**src/rtl/turbo_out_sched_if.sv**
```systemverilog
// Handshake/bus bundle between the turbo output scheduler and its neighbours:
// write-side block notifications in, FIFO read strobes and mux selects out.
interface turbo_out_sched_if;
    logic       blk_done;
    logic       blk_long;
    logic       out_ready;
    logic [1:0] rd_enc;
    logic [1:0] rd_trl;
    logic       sel_bank;
    logic       sel_trl;
    logic       look_now;
    logic       length_out;
    logic [1:0] bank_full;
    logic       overflow;

    modport slave (
        input  blk_done, blk_long, out_ready,
        output rd_enc, rd_trl, sel_bank, sel_trl, look_now, length_out, bank_full, overflow
    );

    modport master (
        output blk_done, blk_long, out_ready,
        input  rd_enc, rd_trl, sel_bank, sel_trl, look_now, length_out, bank_full, overflow
    );
endinterface

```
**src/rtl/turbo_out_sched.sv**
```systemverilog
// Read-side scheduler for the turbo encoder ping-pong output FIFO banks.
// Optional feature macro: OUT_SCHED_BACKPRESSURE_EN (out_ready gates every read step).
module turbo_out_sched #(
    parameter int unsigned K_LONG   = 6144,
    parameter int unsigned K_SHORT  = 1056,
    parameter int unsigned TAIL_LEN = 4,
    parameter int unsigned CNT_W    = 14
) (
    input  logic               clk,
    input  logic               rst_n,
    turbo_out_sched_if.slave   bus
);

    typedef enum logic [1:0] {IDLE, ARM, DATA, TAIL} state_t;

    state_t             r_state, w_state_nxt;
    logic [CNT_W-1:0]   r_cnt, w_cnt_nxt;
    logic               r_rd_bank, w_rd_bank_nxt;
    logic               r_wr_bank, w_wr_bank_nxt;
    logic [1:0]         r_bank_full, w_bank_full_nxt;
    logic [1:0]         r_len, w_len_nxt;
    logic               r_overflow, w_overflow_nxt;

    logic               w_go;
    logic               w_enc_strb;
    logic               w_trl_strb;
    logic               w_sel_trl;
    logic               w_release;
    logic [CNT_W-1:0]   w_k_last;

`ifdef OUT_SCHED_BACKPRESSURE_EN
    assign w_go = bus.out_ready;
`else
    // out_ready is folded away so reads run unbroken at one bit per cycle
    assign w_go = bus.out_ready | 1'b1;
`endif

    assign w_k_last = r_len[r_rd_bank] ? CNT_W'(K_LONG - 1) : CNT_W'(K_SHORT - 1);

    // State register and bank bookkeeping
    always_ff @(posedge clk or negedge rst_n) begin
        if (!rst_n) begin
            r_state     <= IDLE;
            r_cnt       <= '0;
            r_rd_bank   <= 1'b0;
            r_wr_bank   <= 1'b0;
            r_bank_full <= 2'b00;
            r_len       <= 2'b00;
            r_overflow  <= 1'b0;
        end else begin
            r_state     <= w_state_nxt;
            r_cnt       <= w_cnt_nxt;
            r_rd_bank   <= w_rd_bank_nxt;
            r_wr_bank   <= w_wr_bank_nxt;
            r_bank_full <= w_bank_full_nxt;
            r_len       <= w_len_nxt;
            r_overflow  <= w_overflow_nxt;
        end
    end

    // Next-state, read sequencing and write-side acceptance
    always_comb begin
        w_state_nxt     = r_state;
        w_cnt_nxt       = r_cnt;
        w_rd_bank_nxt   = r_rd_bank;
        w_wr_bank_nxt   = r_wr_bank;
        w_bank_full_nxt = r_bank_full;
        w_len_nxt       = r_len;
        w_overflow_nxt  = r_overflow;
        w_enc_strb      = 1'b0;
        w_trl_strb      = 1'b0;
        w_sel_trl       = 1'b0;
        w_release       = 1'b0;

        case (r_state)
            IDLE: begin
                if (r_bank_full[r_rd_bank]) w_state_nxt = ARM;
            end
            ARM: begin
                w_state_nxt = DATA;
                w_cnt_nxt   = '0;
            end
            DATA: begin
                if (w_go) begin
                    w_enc_strb = 1'b1;
                    if (r_cnt == w_k_last) begin
                        w_state_nxt = TAIL;
                        w_cnt_nxt   = '0;
                    end else begin
                        w_cnt_nxt = r_cnt + CNT_W'(1);
                    end
                end
            end
            TAIL: begin
                w_sel_trl = 1'b1;
                if (w_go) begin
                    w_trl_strb = 1'b1;
                    if (r_cnt == CNT_W'(TAIL_LEN - 1)) begin
                        w_release     = 1'b1;
                        w_rd_bank_nxt = ~r_rd_bank;
                        w_cnt_nxt     = '0;
                        w_state_nxt   = r_bank_full[~r_rd_bank] ? DATA : IDLE;
                    end else begin
                        w_cnt_nxt = r_cnt + CNT_W'(1);
                    end
                end
            end
            default: w_state_nxt = IDLE;
        endcase

        if (w_release) w_bank_full_nxt[r_rd_bank] = 1'b0;

        // A bank freed on this same edge may be refilled; the set wins
        if (bus.blk_done) begin
            if (!r_bank_full[r_wr_bank] || (w_release && (r_rd_bank == r_wr_bank))) begin
                w_bank_full_nxt[r_wr_bank] = 1'b1;
                w_len_nxt[r_wr_bank]       = bus.blk_long;
                w_wr_bank_nxt              = ~r_wr_bank;
            end else begin
                w_overflow_nxt = 1'b1;
            end
        end
    end

    assign bus.rd_enc     = w_enc_strb ? (r_rd_bank ? 2'b10 : 2'b01) : 2'b00;
    assign bus.rd_trl     = w_trl_strb ? (r_rd_bank ? 2'b10 : 2'b01) : 2'b00;
    assign bus.sel_bank   = r_rd_bank;
    assign bus.sel_trl    = w_sel_trl;
    assign bus.look_now   = w_enc_strb | w_trl_strb;
    assign bus.length_out = ((r_state == DATA) || (r_state == TAIL)) & r_len[r_rd_bank];
    assign bus.bank_full  = r_bank_full;
    assign bus.overflow   = r_overflow;

endmodule

```
**src/flat_wrapper.sv**
```systemverilog
// flat-port wrapper written by rule: the top's interface ports become plain ports
module turbo_out_sched_flat 
#(
    parameter int unsigned K_LONG   = 6144,
    parameter int unsigned K_SHORT  = 1056,
    parameter int unsigned TAIL_LEN = 4,
    parameter int unsigned CNT_W    = 14
)
  (clk, rst_n, bus_blk_done, bus_blk_long, bus_out_ready, bus_rd_enc, bus_rd_trl, bus_sel_bank, bus_sel_trl, bus_look_now, bus_length_out, bus_bank_full, bus_overflow);
  turbo_out_sched_if bus_i ();
  input  logic clk;
  input  logic rst_n;
  input wire logic [$bits(bus_i.blk_done)-1:0] bus_blk_done;
  input wire logic [$bits(bus_i.blk_long)-1:0] bus_blk_long;
  input wire logic [$bits(bus_i.out_ready)-1:0] bus_out_ready;
  output wire logic [$bits(bus_i.rd_enc)-1:0] bus_rd_enc;
  output wire logic [$bits(bus_i.rd_trl)-1:0] bus_rd_trl;
  output wire logic [$bits(bus_i.sel_bank)-1:0] bus_sel_bank;
  output wire logic [$bits(bus_i.sel_trl)-1:0] bus_sel_trl;
  output wire logic [$bits(bus_i.look_now)-1:0] bus_look_now;
  output wire logic [$bits(bus_i.length_out)-1:0] bus_length_out;
  output wire logic [$bits(bus_i.bank_full)-1:0] bus_bank_full;
  output wire logic [$bits(bus_i.overflow)-1:0] bus_overflow;
  assign bus_i.blk_done = bus_blk_done;
  assign bus_i.blk_long = bus_blk_long;
  assign bus_i.out_ready = bus_out_ready;
  assign bus_rd_enc = bus_i.rd_enc;
  assign bus_rd_trl = bus_i.rd_trl;
  assign bus_sel_bank = bus_i.sel_bank;
  assign bus_sel_trl = bus_i.sel_trl;
  assign bus_look_now = bus_i.look_now;
  assign bus_length_out = bus_i.length_out;
  assign bus_bank_full = bus_i.bank_full;
  assign bus_overflow = bus_i.overflow;
  turbo_out_sched #(.K_LONG(K_LONG), .K_SHORT(K_SHORT), .TAIL_LEN(TAIL_LEN), .CNT_W(CNT_W)) u_core (.clk(clk), .rst_n(rst_n), .bus(bus_i));
endmodule
```
**config.mk**
```make
export PLATFORM = sky130hd
export DESIGN_NAME = turbo_out_sched_flat
export DESIGN_NICKNAME = d
export VERILOG_FILES = /design/src/rtl/turbo_out_sched_if.sv /design/src/rtl/turbo_out_sched.sv /design/src/flat_wrapper.sv
export SDC_FILE = /design/constraint.sdc
export NUM_CORES = 1
export LEC_CHECK = 0
export CAP_MARGIN = 20
export CORE_UTILIZATION = 35
export DETAILED_ROUTE_END_ITERATION = 6
export PLACE_DENSITY = 0.55
export SYNTH_ARGS = -nofsm -noshare
export SYNTH_HDL_FRONTEND = slang
export SYNTH_SLANG_ARGS = --single-unit
```
**constraint.sdc**
```tcl
create_clock -name clk -period 3 [get_ports clk]
set_clock_uncertainty 0.15 [all_clocks]
set_input_delay 0.45 -clock clk [delete_from_list [all_inputs] [get_ports clk]]
set_output_delay 0.45 -clock clk [all_outputs]
set_load 0.02 [all_outputs]
```
# == Yosys cells after proc, flatten, opt, wreduce, memory -nomap -nowiden ==
# Index checks and enable logic that the tools add are counted.
# word_totals
elab_cells,74
reg_bits,23
in_bits,5
output_inout_bits,11
# classes
add_sub_neg,1
eq_ne,9
n_mux,32
reduce_logical,12
order_cmp,5
bitwise,8
# op_table
cell,count
14-bit case mux with 3 select lines,1
14-bit 2-to-1 mux,2
2-bit 2-to-1 mux,10
14-bit by 1-bit adder with 14-bit output (second input constant),1
14-bit == test,1
14-bit by 2-bit == test with 1-bit output (second input constant),1
1-bit 2-to-1 mux,14
13-bit 2-to-1 mux,1
2-bit case mux with 4 select lines,1
1-bit by 2-bit less-than comparator with 1-bit output (second input constant),3
2-bit by 1-bit inequality test with 1-bit output (second input constant),3
2-bit AND reduction,3
2-bit == test (second input constant),2
1-bit logical AND,3
1-bit NOT,3
3-bit AND reduction,1
3-bit nonzero test,1
2-bit bitwise AND,1
2-bit bitwise mux,1
1-bit demux with 1-bit select,2
2-bit by 1-bit == test with 1-bit output (second input constant),1
1-bit >= comparator (second input constant),2
2-bit zero test,1
1-bit logical OR,2
6 further kinds,6

# == Depth between registers and ports, before layout ==
# Gate-level depths: netlist (run 1).
# depth
word_depth,10
ltp_mapped,6
ltp_nobuf,6

# == Worst setup path before layout (run 1) ==
# Ideal clock, no wire load.
# synth_path
path_kind,register to register
start,reg u_core.r_cnt[8]
end,reg u_core.r_len[1]
path_buffers,1
path_stages_with_launch,7
required_ps,2725
arrival_time_ps,2080
path_slack_ps,645
setup_ps,125
period_less_slack_ps,2355
path_cell_list,dfrtp_1 > or4_1 > or3_1 > buf_2 > o41ai_4 > nand3_1 > mux2_2
# synth_between
elab_chain_len,6
# synth_rtl
item,line_no,source
"start, declared",turbo_out_sched.sv:17,"logic [CNT_W-1:0] r_cnt, w_cnt_nxt;"
"start signal, assigned",turbo_out_sched.sv:52,r_cnt <= w_cnt_nxt;
14-bit by 2-bit == test with 1-bit output,turbo_out_sched.sv:98,if (r_cnt == CNT_W'(TAIL_LEN - 1)) begin
1-bit 2-to-1 mux,turbo_out_sched.sv:98,
1-bit 2-to-1 mux,turbo_out_sched.sv:75,case (r_state)
1-bit logical AND,turbo_out_sched.sv:115,if (!r_bank_full[r_wr_bank] || (w_release && (r_rd_bank == r_wr_bank))) begin
1-bit logical OR,turbo_out_sched.sv:115,
2-bit AND reduction (no source line),--,
"end signal, assigned",turbo_out_sched.sv:56,r_len <= w_len_nxt;
"end, declared",turbo_out_sched.sv:21,"logic [1:0] r_len, w_len_nxt;"
# Every way passes these cells.
# A chain may end at the register's enable or synchronous reset.

# == Worst setup path in the final report (run 1) ==
# layout_path
start,reg u_core.r_cnt[8]
end,reg u_core.r_cnt[12]
# layout_between
elab_chain_len,3
word_cells_on_any_way,6
cone_classes,add/sub (1); eq/ne (2); mux (3)
# layout_rtl
item,line_no
14-bit by 1-bit adder with 14-bit output (tied with other cells),"turbo_out_sched.sv:90, turbo_out_sched.sv:104"
14-bit 2-to-1 mux (on tied branches),"turbo_out_sched.sv:98, turbo_out_sched.sv:86"
14-bit case mux with 3 select lines *,turbo_out_sched.sv:75
# Mark *: on every way between the ends. The rest lies on a longest branch, timed or not.

==> metrics, run 1 <==
clock buffer depth 2; hold buffer count at cts 0; Max-slew headroom 70.6%; Layout area overhead 18.4%; startpoint of the worst hold path u_core.bus.overflow; Final Setup Violations 0; Nets 170; routed len/inst 13.8 µm; number of global-route vias before repair 1101; share of cells above drive strength 1 9.82%; initial antenna violation count 0; Synth Area in Simple Gates 24.7%; top post-synthesis cells by area dfrtp_1 43%, o21ai_0 5.6%, nand2_1 5.0%, o41ai_4 4.1%, mux2i_1 3.7%; fin crit period 2680 ps; Die H 64.0 µm; total grt overflow 0; unrepaired setup endpoints after global routing no; # rows 22; Syn Area/Cell 9.09 µm²; Max Slew Vio Count 0; Synth async-reset ratio 100%; largest family of logic cells by synthesized area simple AND/OR/NAND/NOR gates; CTS sink cnt 23; sequential share of the synthesized area 42.8%; FF-to-FF setup slack 320 ps; adder-cell share of the synthesized area 0.930%; DR pass1 iterations 4; critical path type reg -> reg; H-tree levels 1; Critical Path Start Type register; hold crit path type reg -> reg; Power Dens Cells 328 mW/mm²; first-pass GRT wire length 5200 µm; Cell Area, Placed 0.00154 mm²; Post-synth EDFFs 0; clk slew on worst S/H paths 90 ps; Syn Std Cell Area 0.00135 mm²; Max FO, Critical Path 9; I/O Pins 16; Sw Share 21.8%; ANT cells 0; CTS tree done; largest net degree at the start of global routing 24; Synth top area share 42.8%; Max Clk Rate 0.374 GHz; Core Region 0.00366 mm²; Initial Util 36.7%; Mapped Cells 148; GRT Resource Usage Total 16.3%; Final TNS setup 0 ps; Clock power frac 38.4%; post-synth top area cell dfrtp_1; Post-DP HPWL 2130 µm; Yosys cell types 40; CP required 2990 ps; worst hold path depth 1; clock root cell clkbuf_8; Seq pwr share 59.3%; Compound-Gate Fraction of Synth Area 20.3%; outcome complete, no violations; die area 0.00409 mm²; Resized cells post-CTS 0; Final Hold Violating Endpoints 0; count of input and output buffers 14; fin crit share 89.2%; #FFs+latches synth 23; internal power 0.408 mW; RD Place Congestion 0.834; Iter 0 DRT Violations 55; Net Count, Synth 154; drt total wl 2910 µm; FF-to-FF Start u_core.r_cnt[8]; Post-Synth XOR/XNOR Area 1.95%; total number of yosys warnings 0; worst hold endpoint u_core.bus.overflow; Reg-to-Reg End u_core.r_cnt[12]; static leakage 0.688 nW; DR vias/cell 5.35; Peak VDD IR 0.000306 V; Post-synth top flop dfrtp_1; worst r2r path cells 5; DRC 0; vias 1129; Comb pwr share 2.3%; Post-CTS Repair Setup Buffers 0; Antenna Violating Nets Remaining 0; critical path arrival 2670 ps; clk_lat worst skew 270 ps; Psw 0.114 mW; transition time of the tightest slew-check pin 440 ps; total power 0.522 mW; die width 64.0 µm; CP Capture Type register; final instance area 0.00159 mm²; Max-Cap Viols 0; CTS buffer count 3; multiplexer share of the synthesized area 6.23%
[critical path: stages, from the launching register on]
cell     delay, ps
dfrtp_1        430
or4_1          570
or3_1          470
o21a_1         350
nor2_2         420
o22ai_1        170
[cells in the mapped netlist (2+ instances only)]
cell and number:
o21ai_0 15, nand2_1 18, nor2_1 13, and4_1 2, xnor2_1 2, nand3_1 8, a211oi_1 2, mux2_2 3
or3_1 2, a21oi_1 4, mux2i_1 5, nand4_1 2, nor3_1 4, and3_1 5, o41ai_4 2, dfrtp_1 23
a21o_1 2, o22ai_1 3, clkbuf_1 5, inv_1 5, nor2b_1 4
[state kept, by name (all words and copies together), names as in the netlist]
name / cells
u_core.bus.bank_full: 2
u_core.bus.overflow: 1
u_core.bus.sel_bank: 1
u_core.r_cnt: 14
u_core.r_len: 2
u_core.r_state: 2
u_core.r_wr_bank: 1
[cell type report]
| class | count | area (µm²) |
|---|---|---|
| clock buffer | 3 | 41.3 |
| inverter | 5 | 18.8 |
| timing repair buffer | 17 | 163 |
| clock inverter | 1 | 7.51 |
| tap | 48 | 60.1 |
| multi-input combinational | 114 | 727 |
| fill | 366 | 2070 |
| sequential | 23 | 576 |
[routing by layer]
metal / global-route usage, % / up-vias / part of all wire, %
met2: 24.2 / 15 / 46
met5: 0 / - / 0
met4: 3.98 / 0 / 0.24
met3: 3.21 / 2 / 3.0
met1: 24.0 / 541 / 51
li1: - / 571 / -
[cells by family (layout without fill, tap and decap cells)]
family	after synthesis	count (layout)
AND/OR/NAND/NOR	65	65
AO/OA/AOI/OAI	37	37
flip-flops	23	23
buffers and inverters	11	26
multiplexers	8	8
XOR/XNOR	3	3
adder cells (fa/ha/maj)	1	1
[power groups by stage]
stage	sequential (mW)	combinational [mW]	clock, mW
floorplan	0.316	0.000278	0
global placement	0.316	0.0126	0
detailed placement	0.316	0.0127	0
CTS	0.310	0.0128	0.207
global route	0.310	0.0141	0.218
finish	0.310	0.0118	0.201
[through the flow]
| stage | worst slack [ps] | util (%) | hold slack (ps) | cells |
|---|---|---|---|---|
| finish | 323 | 43.5 | 318 | 211 |
| global route | 182 | 43.5 | 375 | 211 |
| CTS | 346 | 43.5 | 321 | 211 |
| detailed placement | 353 | 42.2 | 300 | 207 |
| global placement | 339 | 42.2 | 292 | 207 |
| floorplan | 645 | - | 4.41 | 148 |
[worst max path at each step]
stage                     cells past startpoint           endpoint            start
after floorplan                               6    u_core.r_len[1]  u_core.r_cnt[8]
after global placement                        5   u_core.r_cnt[11]  u_core.r_cnt[8]
after detailed placement                      5   u_core.r_cnt[12]  u_core.r_cnt[8]
after CTS                                     5   u_core.r_cnt[12]  u_core.r_cnt[8]
after global routing                          5  u_core.r_state[1]  u_core.r_cnt[8]
final                                         5   u_core.r_cnt[12]  u_core.r_cnt[8]
[layout by cell type, fill, tap and decap left out, types with 2 or more instances in the layout]
master	instances
a21oi_1	4
clkdlybuf4s50_1	14
clkbuf_8	3
o21ai_0	15
inv_1	5
and4_1	2
nor2_1	13
a211oi_1	2
mux2_2	3
nand3_1	8
buf_4	3
xnor2_1	2
dfrtp_1	23
and3_1	5
o41ai_4	2
o22ai_1	3
or3_1	2
nor3_1	4
nor2b_1	4
mux2i_1	5
a21o_1	2
nand4_1	2
nand2_1	18
(Power assumes the default switching activity.)
==> run 2: changes to the inputs <==
--- a/config.mk
+++ b/config.mk
@@ -5,6 +5,7 @@
 export SDC_FILE = /design/constraint.sdc
 export NUM_CORES = 1
 export LEC_CHECK = 0
+export ABC_AREA = 0
 export CAP_MARGIN = 20
 export CORE_UTILIZATION = 35
 export DETAILED_ROUTE_END_ITERATION = 6
==> results of run 2 <==
No change in the layout: final DEF, timing and power equal those of run 1.
==> run 3: changes to the inputs <==
--- a/config.mk
+++ b/config.mk
@@ -9,6 +9,7 @@
 export CAP_MARGIN = 20
 export CORE_UTILIZATION = 35
 export DETAILED_ROUTE_END_ITERATION = 6
+export GPL_TIMING_DRIVEN = 0
 export PLACE_DENSITY = 0.55
 export SYNTH_ARGS = -nofsm -noshare
 export SYNTH_HDL_FRONTEND = slang
==> run 3 against run 2 <==
- via count is 2.8% higher
- worst setup slack worse by 51 ps
- combinational power is 14% higher
- clock power hardly changed
- critical path type is now reg -> out
- critical endpoint is now bus_sel_trl
- highest routed layer unchanged
==> metrics, run 3 (synthesis results as in run 1) <==
I/O Pins 16 (unchanged); Max-Cap Viols 0 (unchanged); FF-to-FF setup slack 300 ps (-20 ps); static leakage 0.690 nW (+0.32%); Initial Util 36.7% (unchanged); commonest non-fill, non-tap cell in the layout dfrtp_1; Nets 174 (+2.4%); critical path type reg -> out; critical path arrival 2130 ps (-540 ps); RD Place Congestion 0.806 (-3.4%); initial antenna violation count 0 (unchanged); fin crit share 90.9% (+1.7 points); Iter 0 DRT Violations 64 (+16%); Peak VDD IR 0.000147 V (-52%); clk slew on worst S/H paths 80 ps (about the same); clk_lat worst skew 270 ps (about the same); ANT cells 0 (unchanged); Core Region 0.00366 mm² (unchanged); dpl ws 340 ps (-12.9 ps); Final Hold Violating Endpoints 0 (unchanged); CP Cell Sequence clkbuf_1 -> nand2_1 -> inv_1 -> clkdlybuf4s50_1; share of cells above drive strength 1 8.38% (-1.4 points); CP Capture Type output port; most frequent cells in the layout 23 x dfrtp_1, 18 x nand2_1, 15 x o21ai_0; startpoint of the worst hold path u_core.bus.overflow; Resized cells post-CTS 0 (unchanged); Post-CTS Repair Setup Buffers 0 (unchanged); worst r2r path cells 6 (+1); Max Clk Rate 0.367 GHz (-1.9%); fin crit period 2730 ps (+50.6 ps); Layout area overhead 19.3%; drt total wl 3010 µm (+3.6%); DRC 0 (unchanged); Final Setup Violations 0 (unchanged); CP max stage delay 620 ps (+50 ps); GRT Resource Usage Total 17.2% (+0.91 points); Max FO, Critical Path 10 (+1); Die H 64.0 µm (unchanged); transition time of the tightest slew-check pin 566 ps (+125 ps); count of input and output buffers 14 (unchanged); unrepaired setup endpoints after global routing no; die area 0.00409 mm² (unchanged); FF-to-FF Start u_core.r_cnt[8]; CTS sink cnt 23 (unchanged); CP required 2400 ps (-590 ps); clock root cell clkbuf_8; vias 1161 (+2.8%); largest net degree at the start of global routing 24 (unchanged); worst hold endpoint u_core.bus.overflow; CP max-delay cell clkdlybuf4s50_1; DR vias/cell 5.40 (+0.92%); final worst slack 272 ps (-50.6 ps); total power 0.521 mW (-0.27%); Critical Path Start Type register; Max-slew headroom 62.2% (-8.4 points); first-pass GRT wire length 5480 µm (+5.4%); number of global-route vias before repair 1151 (+4.5%); hold crit path type reg -> reg; post-layout util 43.8% (+0.34 points); DR pass1 iterations 4 (unchanged); # rows 22 (unchanged); Final TNS setup 0 ps (unchanged); Antenna Violating Nets Remaining 0 (unchanged); hold buffer count at cts 0 (unchanged); worst hold path depth 1 (unchanged); CTS buffer count 3 (unchanged); Post-DP HPWL 2190 µm (+2.9%); CTS tree done; Most flops, register u_core.r_cnt; clock buffer depth 2 (unchanged); routed len/inst 14.0 µm (+1.7%); outcome complete, no violations; Power Dens Cells 324 mW/mm² (-1.0%); Reg-to-Reg End u_core.r_cnt[13]; Max Slew Vio Count 0 (unchanged); H-tree levels 1 (unchanged); total grt overflow 0 (unchanged); max reg flops 14 (unchanged); die width 64.0 µm (unchanged); fillcell total 369 (+0.82%)
==> run 3: worst max-delay path: cells and delay by family, from the launching register on <==
kind                   cells  cell delay (ps)
DFF                        1              370
buffers and inverters      3             1190
and+or+nand+nor            1              300
==> run 3: metrics by stage <==
stage / hold slack [ps] / cells / area (µm²)
floorplan: 4.41 / 148 / 1350
global placement: 289 / 210 / 1550
detailed placement: 309 / 210 / 1550
CTS: 329 / 214 / 1590
global route: 353 / 215 / 1610
finish: 327 / 215 / 1610
==> run 3: layout make-up <==
cell class / instances / area [µm²] / area share [%]
clock buffer: 4 / 45.0 / 2.81
inverter: 5 / 18.8 / 1.17
tap: 48 / 60.1 / 3.74
buffer: 6 / 23.8 / 1.48
timing repair buffer: 15 / 155 / 9.66
sequential: 23 / 576 / 35.9
multi-input combinational: 114 / 727 / 45.3
==> run 3: worst max-delay path by stage <==
stage,start,to,cells past startpoint
floorplan,u_core.r_cnt[8],u_core.r_len[1],6
global placement,u_core.r_cnt[8],u_core.r_cnt[11],6
detailed placement,u_core.r_cnt[8],u_core.r_cnt[11],6
CTS,u_core.r_state[1],bus_sel_trl,4
global route,u_core.r_state[1],bus_sel_trl,4
finish,u_core.r_state[1],bus_sel_trl,4
==> run 3: where the power goes <==
part	total [mW]	internal, mW	switching [mW]
combinational	0.0134	0.00539	0.00799
sequential	0.310	0.310	0.0000000000000000341
clock	0.198	0.0949	0.103
==> run 3: routing by layer <==
layer / share of wire [%] / track usage (%) / vias to the layer above
met5: 0 / 0 / -
met4: 1.8 / 7.67 / 0
met3: 1.5 / 2.14 / 5
met2: 46 / 26.3 / 15
met1: 51 / 24.0 / 561
li1: - / - / 580
